File: config.mk
export PLATFORM = sky130hd
export DESIGN_NAME = pfd_counter_mc
export DESIGN_NICKNAME = d
export VERILOG_FILES = /design/src/rtl/pfd_counter_mc.sv
export SDC_FILE = /design/constraint.sdc
export NUM_CORES = 1
export LEC_CHECK = 0
export ABC_CLOCK_PERIOD_IN_PS = 3300
export CAP_MARGIN = 25
export CORE_ASPECT_RATIO = 0.8
export CORE_MARGIN = 2
export CORE_UTILIZATION = 50
export DETAILED_ROUTE_END_ITERATION = 8
export PLACE_DENSITY = 0.72
export SETUP_SLACK_MARGIN = 0.1
export SYNTH_ARGS = -nofsm -noshare
export SYNTH_HDL_FRONTEND = slang
export SYNTH_SLANG_ARGS = --single-unit
File: constraint.sdc
create_clock -name ck -period 3.3 [get_ports ck]
set_input_delay 0.66 -clock ck [delete_from_list [all_inputs] [get_ports ck]]
set_output_delay 0.66 -clock ck [all_outputs]
set_load 0.02 [all_outputs]
File: src/rtl/pfd_counter_mc.sv
// -----------------------------------------------------------------------------
// pfd_counter_mc
//
// Clocked, counter-based phase-frequency detector for the ADPLL. ckref and
// ckfb are synchronised into the ck domain, and their edges are detected
// according to edge_mode. The time between the leading and the lagging edge
// is counted in ck cycles. The result is reported as a signed, saturating
// phase error together with the classic up/dn pulse pair.
//
// Ports
//   ck         system clock, all logic on posedge
//   rstb       asynchronous active-low reset
//   en         synchronous enable; low aborts any comparison and idles the FSM
//   edge_mode  00 rising, 01 falling, 10 both, 11 rising
//   ckref      reference clock (asynchronous to ck)
//   ckfb       feedback clock (asynchronous to ck)
//   up         ref-leads pulse
//   dn         fb-leads pulse
//   err        signed phase error in ck cycles, positive = ref leads
//   err_valid  one-cycle strobe when err is updated
//   slip       one-cycle strobe: a second edge on the leading input arrived
//              before the closing edge
// -----------------------------------------------------------------------------
module pfd_counter_mc #(
  parameter int ERR_W       = 8,
  parameter int RST_CYC     = 2,
  parameter int SYNC_STAGES = 2
) (
  input  logic                    ck,
  input  logic                    rstb,
  input  logic                    en,
  input  logic [1:0]              edge_mode,
  input  logic                    ckref,
  input  logic                    ckfb,
  output logic                    up,
  output logic                    dn,
  output logic signed [ERR_W-1:0] err,
  output logic                    err_valid,
  output logic                    slip
);

  // The counter is one bit narrower than err, so its all-ones value is
  // exactly the saturation magnitude 2^(ERR_W-1)-1. This means that the
  // negated count can never reach the most negative code.
  localparam int                CNT_W   = ERR_W - 1;
  localparam logic [CNT_W-1:0]  CNT_MAX = '1;
  localparam int                RC_W    = (RST_CYC > 1) ? $clog2(RST_CYC) : 1;
  localparam logic [RC_W-1:0]   RC_LAST = RC_W'(RST_CYC - 1);

  typedef enum logic [1:0] {
    S_IDLE,
    S_UP,
    S_DN,
    S_RST
  } state_t;

  // Edge qualification for the selected polarity; 11 behaves like rising.
  function automatic logic edge_hit(input logic cur, input logic prev,
                                    input logic [1:0] mode);
    case (mode)
      2'b01:   return ~cur & prev;
      2'b10:   return cur ^ prev;
      default: return cur & ~prev;
    endcase
  endfunction

  logic [SYNC_STAGES-1:0] sync_ref, sync_fb;
  logic                   s_ref, s_fb;
  logic                   ref_d, fb_d;
  logic                   ref_edge, fb_edge;
  logic                   e_ref, e_fb;

  state_t                 state, state_n;
  logic [CNT_W-1:0]       cnt, cnt_n, cnt_inc;
  logic [RC_W-1:0]        rc, rc_n;
  logic                   pend_ref, pend_ref_n;
  logic                   pend_fb, pend_fb_n;
  logic                   up_n, dn_n, err_valid_n, slip_n;
  logic signed [ERR_W-1:0] err_n;

  assign s_ref = sync_ref[SYNC_STAGES-1];
  assign s_fb  = sync_fb[SYNC_STAGES-1];

  // History always follows the synchronised level. Therefore, a change of
  // edge_mode only reinterprets the current pair and never invents an edge.
  assign ref_edge = edge_hit(s_ref, ref_d, edge_mode);
  assign fb_edge  = edge_hit(s_fb,  fb_d,  edge_mode);

  // Edges that arrived during the self-reset pulse are merged in here.
  assign e_ref = ref_edge | pend_ref;
  assign e_fb  = fb_edge  | pend_fb;

  assign cnt_inc = (cnt == CNT_MAX) ? cnt : cnt + CNT_W'(1);

  // NOTE: every flop, including the synchroniser chains, is reset. The chains
  // are only a few bits wide, and a known history prevents a phantom edge
  // from appearing on the first cycle after reset.
  always_ff @(posedge ck or negedge rstb) begin
    if (!rstb) begin
      sync_ref  <= '0;
      sync_fb   <= '0;
      ref_d     <= 1'b0;
      fb_d      <= 1'b0;
      state     <= S_IDLE;
      cnt       <= '0;
      rc        <= '0;
      pend_ref  <= 1'b0;
      pend_fb   <= 1'b0;
      up        <= 1'b0;
      dn        <= 1'b0;
      err       <= '0;
      err_valid <= 1'b0;
      slip      <= 1'b0;
    end else begin
      // NOTE: non-blocking assignments make every flop sample the pre-edge
      // values, so the shift chain advances one stage per clock.
      sync_ref  <= {sync_ref[SYNC_STAGES-2:0], ckref};
      sync_fb   <= {sync_fb[SYNC_STAGES-2:0], ckfb};
      ref_d     <= s_ref;
      fb_d      <= s_fb;
      state     <= state_n;
      cnt       <= cnt_n;
      rc        <= rc_n;
      pend_ref  <= pend_ref_n;
      pend_fb   <= pend_fb_n;
      up        <= up_n;
      dn        <= dn_n;
      err       <= err_n;
      err_valid <= err_valid_n;
      slip      <= slip_n;
    end
  end

  always_comb begin
    // NOTE: each output of this block gets a default value first. As a
    // result, no path through the case statement can infer a latch.
    state_n     = state;
    cnt_n       = cnt;
    rc_n        = rc;
    pend_ref_n  = pend_ref;
    pend_fb_n   = pend_fb;
    up_n        = up;
    dn_n        = dn;
    err_n       = err;
    err_valid_n = 1'b0;
    slip_n      = 1'b0;

    if (!en) begin
      state_n    = S_IDLE;
      cnt_n      = '0;
      rc_n       = '0;
      pend_ref_n = 1'b0;
      pend_fb_n  = 1'b0;
      up_n       = 1'b0;
      dn_n       = 1'b0;
    end else begin
      case (state)
        S_IDLE: begin
          pend_ref_n = 1'b0;
          pend_fb_n  = 1'b0;
          if (e_ref && e_fb) begin
            up_n        = 1'b1;
            dn_n        = 1'b1;
            err_n       = '0;
            err_valid_n = 1'b1;
            rc_n        = '0;
            state_n     = S_RST;
          end else if (e_ref) begin
            up_n    = 1'b1;
            cnt_n   = CNT_W'(1);
            state_n = S_UP;
          end else if (e_fb) begin
            dn_n    = 1'b1;
            cnt_n   = CNT_W'(1);
            state_n = S_DN;
          end
        end

        S_UP: begin
          // A repeated leading edge is flagged even when it coincides with
          // the closing edge.
          slip_n = ref_edge;
          if (fb_edge) begin
            err_n       = $signed({1'b0, cnt});
            err_valid_n = 1'b1;
            dn_n        = 1'b1;
            rc_n        = '0;
            state_n     = S_RST;
          end else begin
            cnt_n = cnt_inc;
          end
        end

        S_DN: begin
          slip_n = fb_edge;
          if (ref_edge) begin
            err_n       = -$signed({1'b0, cnt});
            err_valid_n = 1'b1;
            up_n        = 1'b1;
            rc_n        = '0;
            state_n     = S_RST;
          end else begin
            cnt_n = cnt_inc;
          end
        end

        S_RST: begin
          pend_ref_n = pend_ref | ref_edge;
          pend_fb_n  = pend_fb  | fb_edge;
          if (rc == RC_LAST) begin
            up_n    = 1'b0;
            dn_n    = 1'b0;
            cnt_n   = '0;
            rc_n    = '0;
            state_n = S_IDLE;
          end else begin
            rc_n = rc + RC_W'(1);
          end
        end

        default: state_n = S_IDLE;
      endcase
    end
  end

endmodule

==> impl_metrics.tcl, run 1 <==
set metrics [dict create \
    status "completed" \
    max-vdd-ir-drop_v 0.000548 \
    pwr-share-comb_pct 49.0 \
    yosys-top-cells-area "dfrtp_1 40%, ha_1 8.0%, nand2_1 6.4%" \
    grt_pass1_vias 1552 \
    yosysWarnings 0 \
    h-tree-depth 2 \
    area_growth_pct 15.6 \
    cp.arrival_ns 2.95 \
    drt-vias-per-instance 5.97 \
    placed_cell_area_um2 2080 \
    p_sw_mw 0.618 \
    netlist_area_um2 1870 \
    synth_top_family_by_area "compound AO/OA/AOI/OAI gates" \
    die_w_um 72.3 \
    synth_top_cell_by_area "dfrtp_1" \
    rsz0062_at_grt "no" \
    grt_use_met2_pct 34.2 \
    path_clk_slew_ns 0.06 \
    cp.depth 8 \
    fin_crit_sh_pct 84.4 \
    fin_worst_skew_ns 0.00802 \
    rrSetupSlack_ns 1.05 \
    post-cts-setup-buffers 0 \
    cp-start-kind "input pin" \
    syn_inst 211 \
    io_buffers 18 \
    cts_hold_buf 0 \
    clk_latency_ns 0.28 \
    io_pins 19 \
    drv_slew 0 \
    min_path_type "reg2reg" \
    synth_xor_area_share_pct 1.41 \
    grt_max_degree 31 \
    grt-busiest-layer "met2" \
    cp_max_fo 9 \
    clock_path_buffers 2 \
    async_reset_ff_share_pct 100 \
    critPathCaptureType "flip-flop" \
    synth_area_per_cell_um2 8.85 \
    worstReg2RegStart "sync_ref[1]$_DFF_PN0_" \
    synth_ff_type "dfrtp_1" \
    preCtsSetupSlack_ns 0.349 \
    power_density_nw_per_um2 693 \
    ant_nets 0 \
    seq_power_share_pct 33.0 \
    ys_ff_latch 30 \
    finalPower_mw 1.50 \
    crit_chain "clkdlybuf4s50_1 -> inv_1 -> ha_1 -> nor2b_4 -> a31oi_4 -> o22ai_1 -> or4_1 -> o31ai_1" \
    syn_nets 230 \
    synth_compound_area_share_pct 21.7 \
    grt_overflow 0 \
    yosysTopAreaCellShare_pct 40.2 \
    grt_pass1_wl_um 7160 \
    ys_seq_area_share_pct 40.2 \
    cp_num_buf_inv 2 \
    numCtsBuffers 5 \
    synthMuxAreaShare_pct 2.68 \
    gp_congestion 0.871 \
    hold_path_end "sync_ref[1]$_DFF_PN0_" \
    via_count 1625 \
    antenna_found_initial 0 \
    cpPeakStageDelay_ns 0.57 \
    yosysUniqueCellTypes 49 \
    crit_family "simple AND/OR/NAND/NOR gates" \
    placed_cells 265 \
    path_class "in2reg" \
    fin_cells 272 \
    start_util_pct 53.5 \
    setup_slack_ns 0.516 \
    grt.total_usage_pct 22.6 \
    synthTopCellsByCount "32 x nand2_1, 30 x dfrtp_1, 21 x nor2_1" \
    cp_slowest_cell "or4_1" \
    routedWlPerCell_um 15.6 \
    drt-total-wl_um 4250 \
    r2r_cells 7 \
    fin_util_pct 61.8 \
    die_h_um 58.7 \
    clock_sinks 30 \
    clkPwrFrac_pct 18.0 \
    tns_ns 0 \
    met1_usage_pct 30.0 \
    cap_viol_max_count 0 \
    reg2reg_to "state[1]$_DFFE_PN0P_" \
    grt_use_met3_pct 7.02 \
    antennaDiodeCount 0 \
    layout_min_cycle_time_ns 2.78 \
    cts_tree "yes" \
    slew-limit-headroom_pct 66.5 \
    dp.final_hpwl_um 3090 \
    worstMarginPinSlew_ns 0.502 \
    crit_required_ns 3.46 \
    intPower_mw 0.878 \
    dieArea_um2 4240 \
    first_pass_iters 5 \
    hold_path_depth 0 \
    leakage_nw 0.946 \
    final_area_um2 2160 \
    fmax_mhz 359 \
    hold_ws_ns 0.350 \
    post_cts_resize_count 0 \
    p_sw_share_pct 41.3 \
    drt_iter0_drc 122 \
    fin_nets 249 \
    hold_violations 0 \
    synth_edf_count 0 \
    synthAdderAreaFrac_pct 8.04 \
    core_area_um2 3490 \
    cts-root-buf "clkbuf_8" \
    drive_gt1_share_pct 8.26 \
    final-setup-viol-count 0 \
    rows 19 \
    yosys.area_share.simple_pct 20.0 \
    hold_start "sync_ref[0]$_DFF_PN0_" \
    synth_most_common_cell "nand2_1" \
    drc 0 \
]
==> power by group through the flow <==
stage | Sequential [mW] | Combinational (mW) | Clock [mW]
3_5_place_dp | 0.499 | 0.710 | 0
4_1_cts | 0.493 | 0.721 | 0.274
2_1_floorplan | 0.535 | 0.458 | 0
3_3_place_gp | 0.495 | 0.695 | 0
6_report | 0.494 | 0.733 | 0.269
5_1_grt | 0.502 | 0.799 | 0.292
==> flip-flops by register name, indices dropped and copies added (netlist names), 2 cells and up <==
name / flops
state: 2
sync_fb: 2
cnt: 7
sync_ref: 2
err: 8
==> layer usage <==
| metal | part of all wire [%] | wire [um] |
|---|---|---|
| met1 | 45 | 1890 |
| met4 | 2.1 | 91 |
| met2 | 43 | 1840 |
| met3 | 9.9 | 422 |
| met5 | 0 | 0 |
==> final cells by class <==
| class | instances | area [um^2] |
|---|---|---|
| Tap cell | 42 | 52.6 |
| Timing Repair Buffer | 21 | 203 |
| Inverter | 19 | 71.3 |
| Sequential cell | 30 | 751 |
| Multi-Input combinational cell | 153 | 1010 |
| Clock buffer | 7 | 76.3 |
| Fill cell | 311 | 1340 |
==> worst register-to-register path, cell delays in order, from the launching register on <==
cell and delay, ns:
dfrtp_1 0.37, inv_1 0.05, ha_1 0.27, nand2b_2 0.21
a31oi_4 0.34, o22ai_1 0.20, or4_1 0.57, o31ai_1 0.12
==> placed cells by master (no fill, tap or decap), types with 3 or more instances in the layout <==
cell type / n
clkdlybuf4s50_1: 18
mux2i_1: 5
a22oi_1: 7
nor3_1: 5
and2_1: 3
nand2_1: 32
o21ai_0: 11
inv_1: 18
buf_4: 3
dfrtp_1: 30
nand3_1: 5
ha_1: 12
clkbuf_8: 5
o31ai_1: 3
a21oi_1: 5
o22a_1: 5
nor2_1: 21
==> how the worst max path moves through the flow <==
stage / startpoint / to / slack [ns]
floorplan: edge_mode[0] / state[1]$_DFFE_PN0P_ / 1.04
global route: edge_mode[0] / state[1]$_DFFE_PN0P_ / 0.39
detailed placement: edge_mode[0] / state[1]$_DFFE_PN0P_ / 0.35
global placement: edge_mode[0] / state[1]$_DFFE_PN0P_ / 0.43
CTS: edge_mode[0] / state[1]$_DFFE_PN0P_ / 0.55
finish: edge_mode[0] / state[1]$_DFFE_PN0P_ / 0.52
==> cell families (layout without fill, tap and decap cells) <==
family,count (synthesis),in the layout
flip-flops,30,30
multiplexers,5,5
XOR/XNOR,3,3
buffers and inverters,28,47
adder cells (fa/ha/maj),12,12
AND/OR/NAND/NOR,80,80
AO/OA/AOI/OAI,53,53
Power figures use the tool's default switching activity.
==> run 2, diff against run 1 <==
- ABC_CLOCK_PERIOD_IN_PS: 3300 -> 2500
- PLACE_DENSITY: 0.72 -> 0.74
- clock period: 3.3 -> 2.5 ns (I/O delays scaled with it)
==> run 2 against run 1 <==
Compared with the run above:
- total power up 37%
- register-to-register slack worse by 0.58 ns
- setup slack worse by 0.31 ns
- design area up 6.3%
- global-route usage down 1.7 points
- critical path type unchanged
- sequential cell count unchanged
- first-iteration DRC count up 24%
- hold slack worse by 0.0034 ns
- die area unchanged
- utilization up 3.9 points
- clock skew about the same
- wire length down 5.6%
==> impl_metrics.tcl, run 2 (same netlist as run 1, synthesis figures left out) <==
set metrics [dict create \
    start_util_pct 53.5 \
    dp.final_hpwl_um 2970 \
    leakage_nw 1.03 \
    clock_sinks 30 \
    fin_worst_skew_ns 0.00768 \
    path_clk_slew_ns 0.06 \
    drt-vias-per-instance 5.54 \
    placed_cell_area_um2 2200 \
    ant_nets 0 \
    core_area_um2 3490 \
    final-setup-viol-count 0 \
    drt-total-wl_um 4010 \
    power_density_nw_per_um2 891 \
    drv_slew 0 \
    via_count 1590 \
    cp.arrival_ns 2.48 \
    fin_util_pct 65.7 \
    dieArea_um2 4240 \
    cp_max_fo 8 \
    hold_violations 0 \
    fmax_mhz 436 \
    grt.total_usage_pct 21.0 \
    status "completed" \
    routedWlPerCell_um 14.0 \
    clk_latency_ns 0.28 \
    fillCellCount 312 \
    first_pass_iters 4 \
    min_path_type "reg2reg" \
    h-tree-depth 2 \
    grt_pass1_vias 1394 \
    crit_required_ns 2.69 \
    grt_overflow 0 \
    layout_min_cycle_time_ns 2.30 \
    cp_slowest_cell "clkdlybuf4s50_1" \
    final_area_um2 2290 \
    io_pins 19 \
    area_growth_pct 22.8 \
    final_common_cell "nand2_1" \
    drive_gt1_share_pct 15.9 \
    critPathCaptureType "flip-flop" \
    worstMarginPinSlew_ns 0.408 \
    clock_path_buffers 2 \
    drt_iter0_drc 151 \
    intPower_mw 1.24 \
    top_regs "err x8, cnt x7" \
    antenna_found_initial 0 \
    gp_congestion 0.893 \
    pwr-share-comb_pct 49.7 \
    regArea_um2 751 \
    path_class "in2reg" \
    p_sw_mw 0.803 \
    multi_input_area_um2 1010 \
    drc 0 \
    crit_chain "clkdlybuf4s50_1 -> inv_1 -> ha_2 -> nor2b_4 -> a32oi_2 -> a31o_2 -> or4_1 -> o31ai_1" \
    io_buffers 18 \
    p_sw_share_pct 39.3 \
    grt_max_degree 31 \
    slew-limit-headroom_pct 72.8 \
    fin_crit_sh_pct 91.8 \
    cts-root-buf "clkbuf_8" \
    cap_viol_max_count 0 \
    cts_tree "yes" \
    cp-start-kind "input pin" \
    die_w_um 72.3 \
    top_register "err" \
    largest_reg_flops 8 \
    hold_ws_ns 0.347 \
    rsz0062_at_grt "no" \
    tns_ns 0 \
    antennaDiodeCount 0 \
    clkPwrFrac_pct 18.4 \
    cp_num_buf_inv 2 \
    seq_power_share_pct 31.9 \
    fin_nets 265 \
    cpPeakStageDelay_ns 0.47 \
    crit_family "simple AND/OR/NAND/NOR gates" \
    grt_pass1_wl_um 6680 \
    numCtsBuffers 5 \
    final_cell_mix "32 x nand2_1, 30 x dfrtp_1, 21 x nor2_1, 19 x buf_4" \
    max-vdd-ir-drop_v 0.000464 \
    rows 19 \
    die_h_um 58.7 \
]
-- run 2: timing repair --
action / 4_1_cts / 5_1_grt
resized for setup: 0 / 3
buffers inserted: 0 / 0
hold buffers: 0 / 0
setup endpoints to repair: 0 / 16
-- run 2: through the flow --
stage | total power, mW | setup slack [ns] | std cells
after floorplan | 1.31 | 0.403 | 211
after global placement | 1.65 | -0.144 | 281
after detailed placement | 1.66 | -0.175 | 281
after CTS | 2.04 | 0.113 | 287
after global routing | 2.18 | 0.110 | 287
final | 2.04 | 0.205 | 287
-- run 2: final timing paths --
path / from / to / slack [ns] / depth (start not counted)
hold reg to reg: sync_ref[0]$_DFF_PN0_ / sync_ref[1]$_DFF_PN0_ / 0.35 / 0
max in group asynchronous: rstb / err[6]$_DFFE_PN0P_ / 1.60 / 2
hold / removal: sync_ref[0]$_DFF_PN0_ / sync_ref[1]$_DFF_PN0_ / 0.35 / 0
min in group asynchronous: rstb / sync_ref[0]$_DFF_PN0_ / 0.61 / 2
setup reg to reg: sync_fb[1]$_DFF_PN0_ / state[1]$_DFFE_PN0P_ / 0.47 / 7
setup / recovery: edge_mode[0] / state[1]$_DFFE_PN0P_ / 0.20 / 8
-- run 2: area by class of cell --
class,count,share of cell area [%]
inverter,19,3.11
multi-input combinational,153,44.2
sequential,30,32.7
clock buffer,6,3.60
tap,42,2.29
timing repair buffer,37,14.1
-- run 2: routing by layer --
metal	up-vias	share of wire (%)	track usage, %
li1	802	-	-
met1	740	53	32.7
met2	44	41	27.1
met3	4	5.6	5.65
met4	0	1.0	8.09
met5	-	0	0
-- run 2: power by group through the flow --
stage | Sequential [mW] | Clock, mW | Combinational, mW
6_report | 0.652 | 0.376 | 1.02
5_1_grt | 0.665 | 0.411 | 1.11
4_1_cts | 0.651 | 0.387 | 1.00
3_5_place_dp | 0.658 | 0 | 1.00
3_3_place_gp | 0.656 | 0 | 0.994
2_1_floorplan | 0.706 | 0 | 0.604
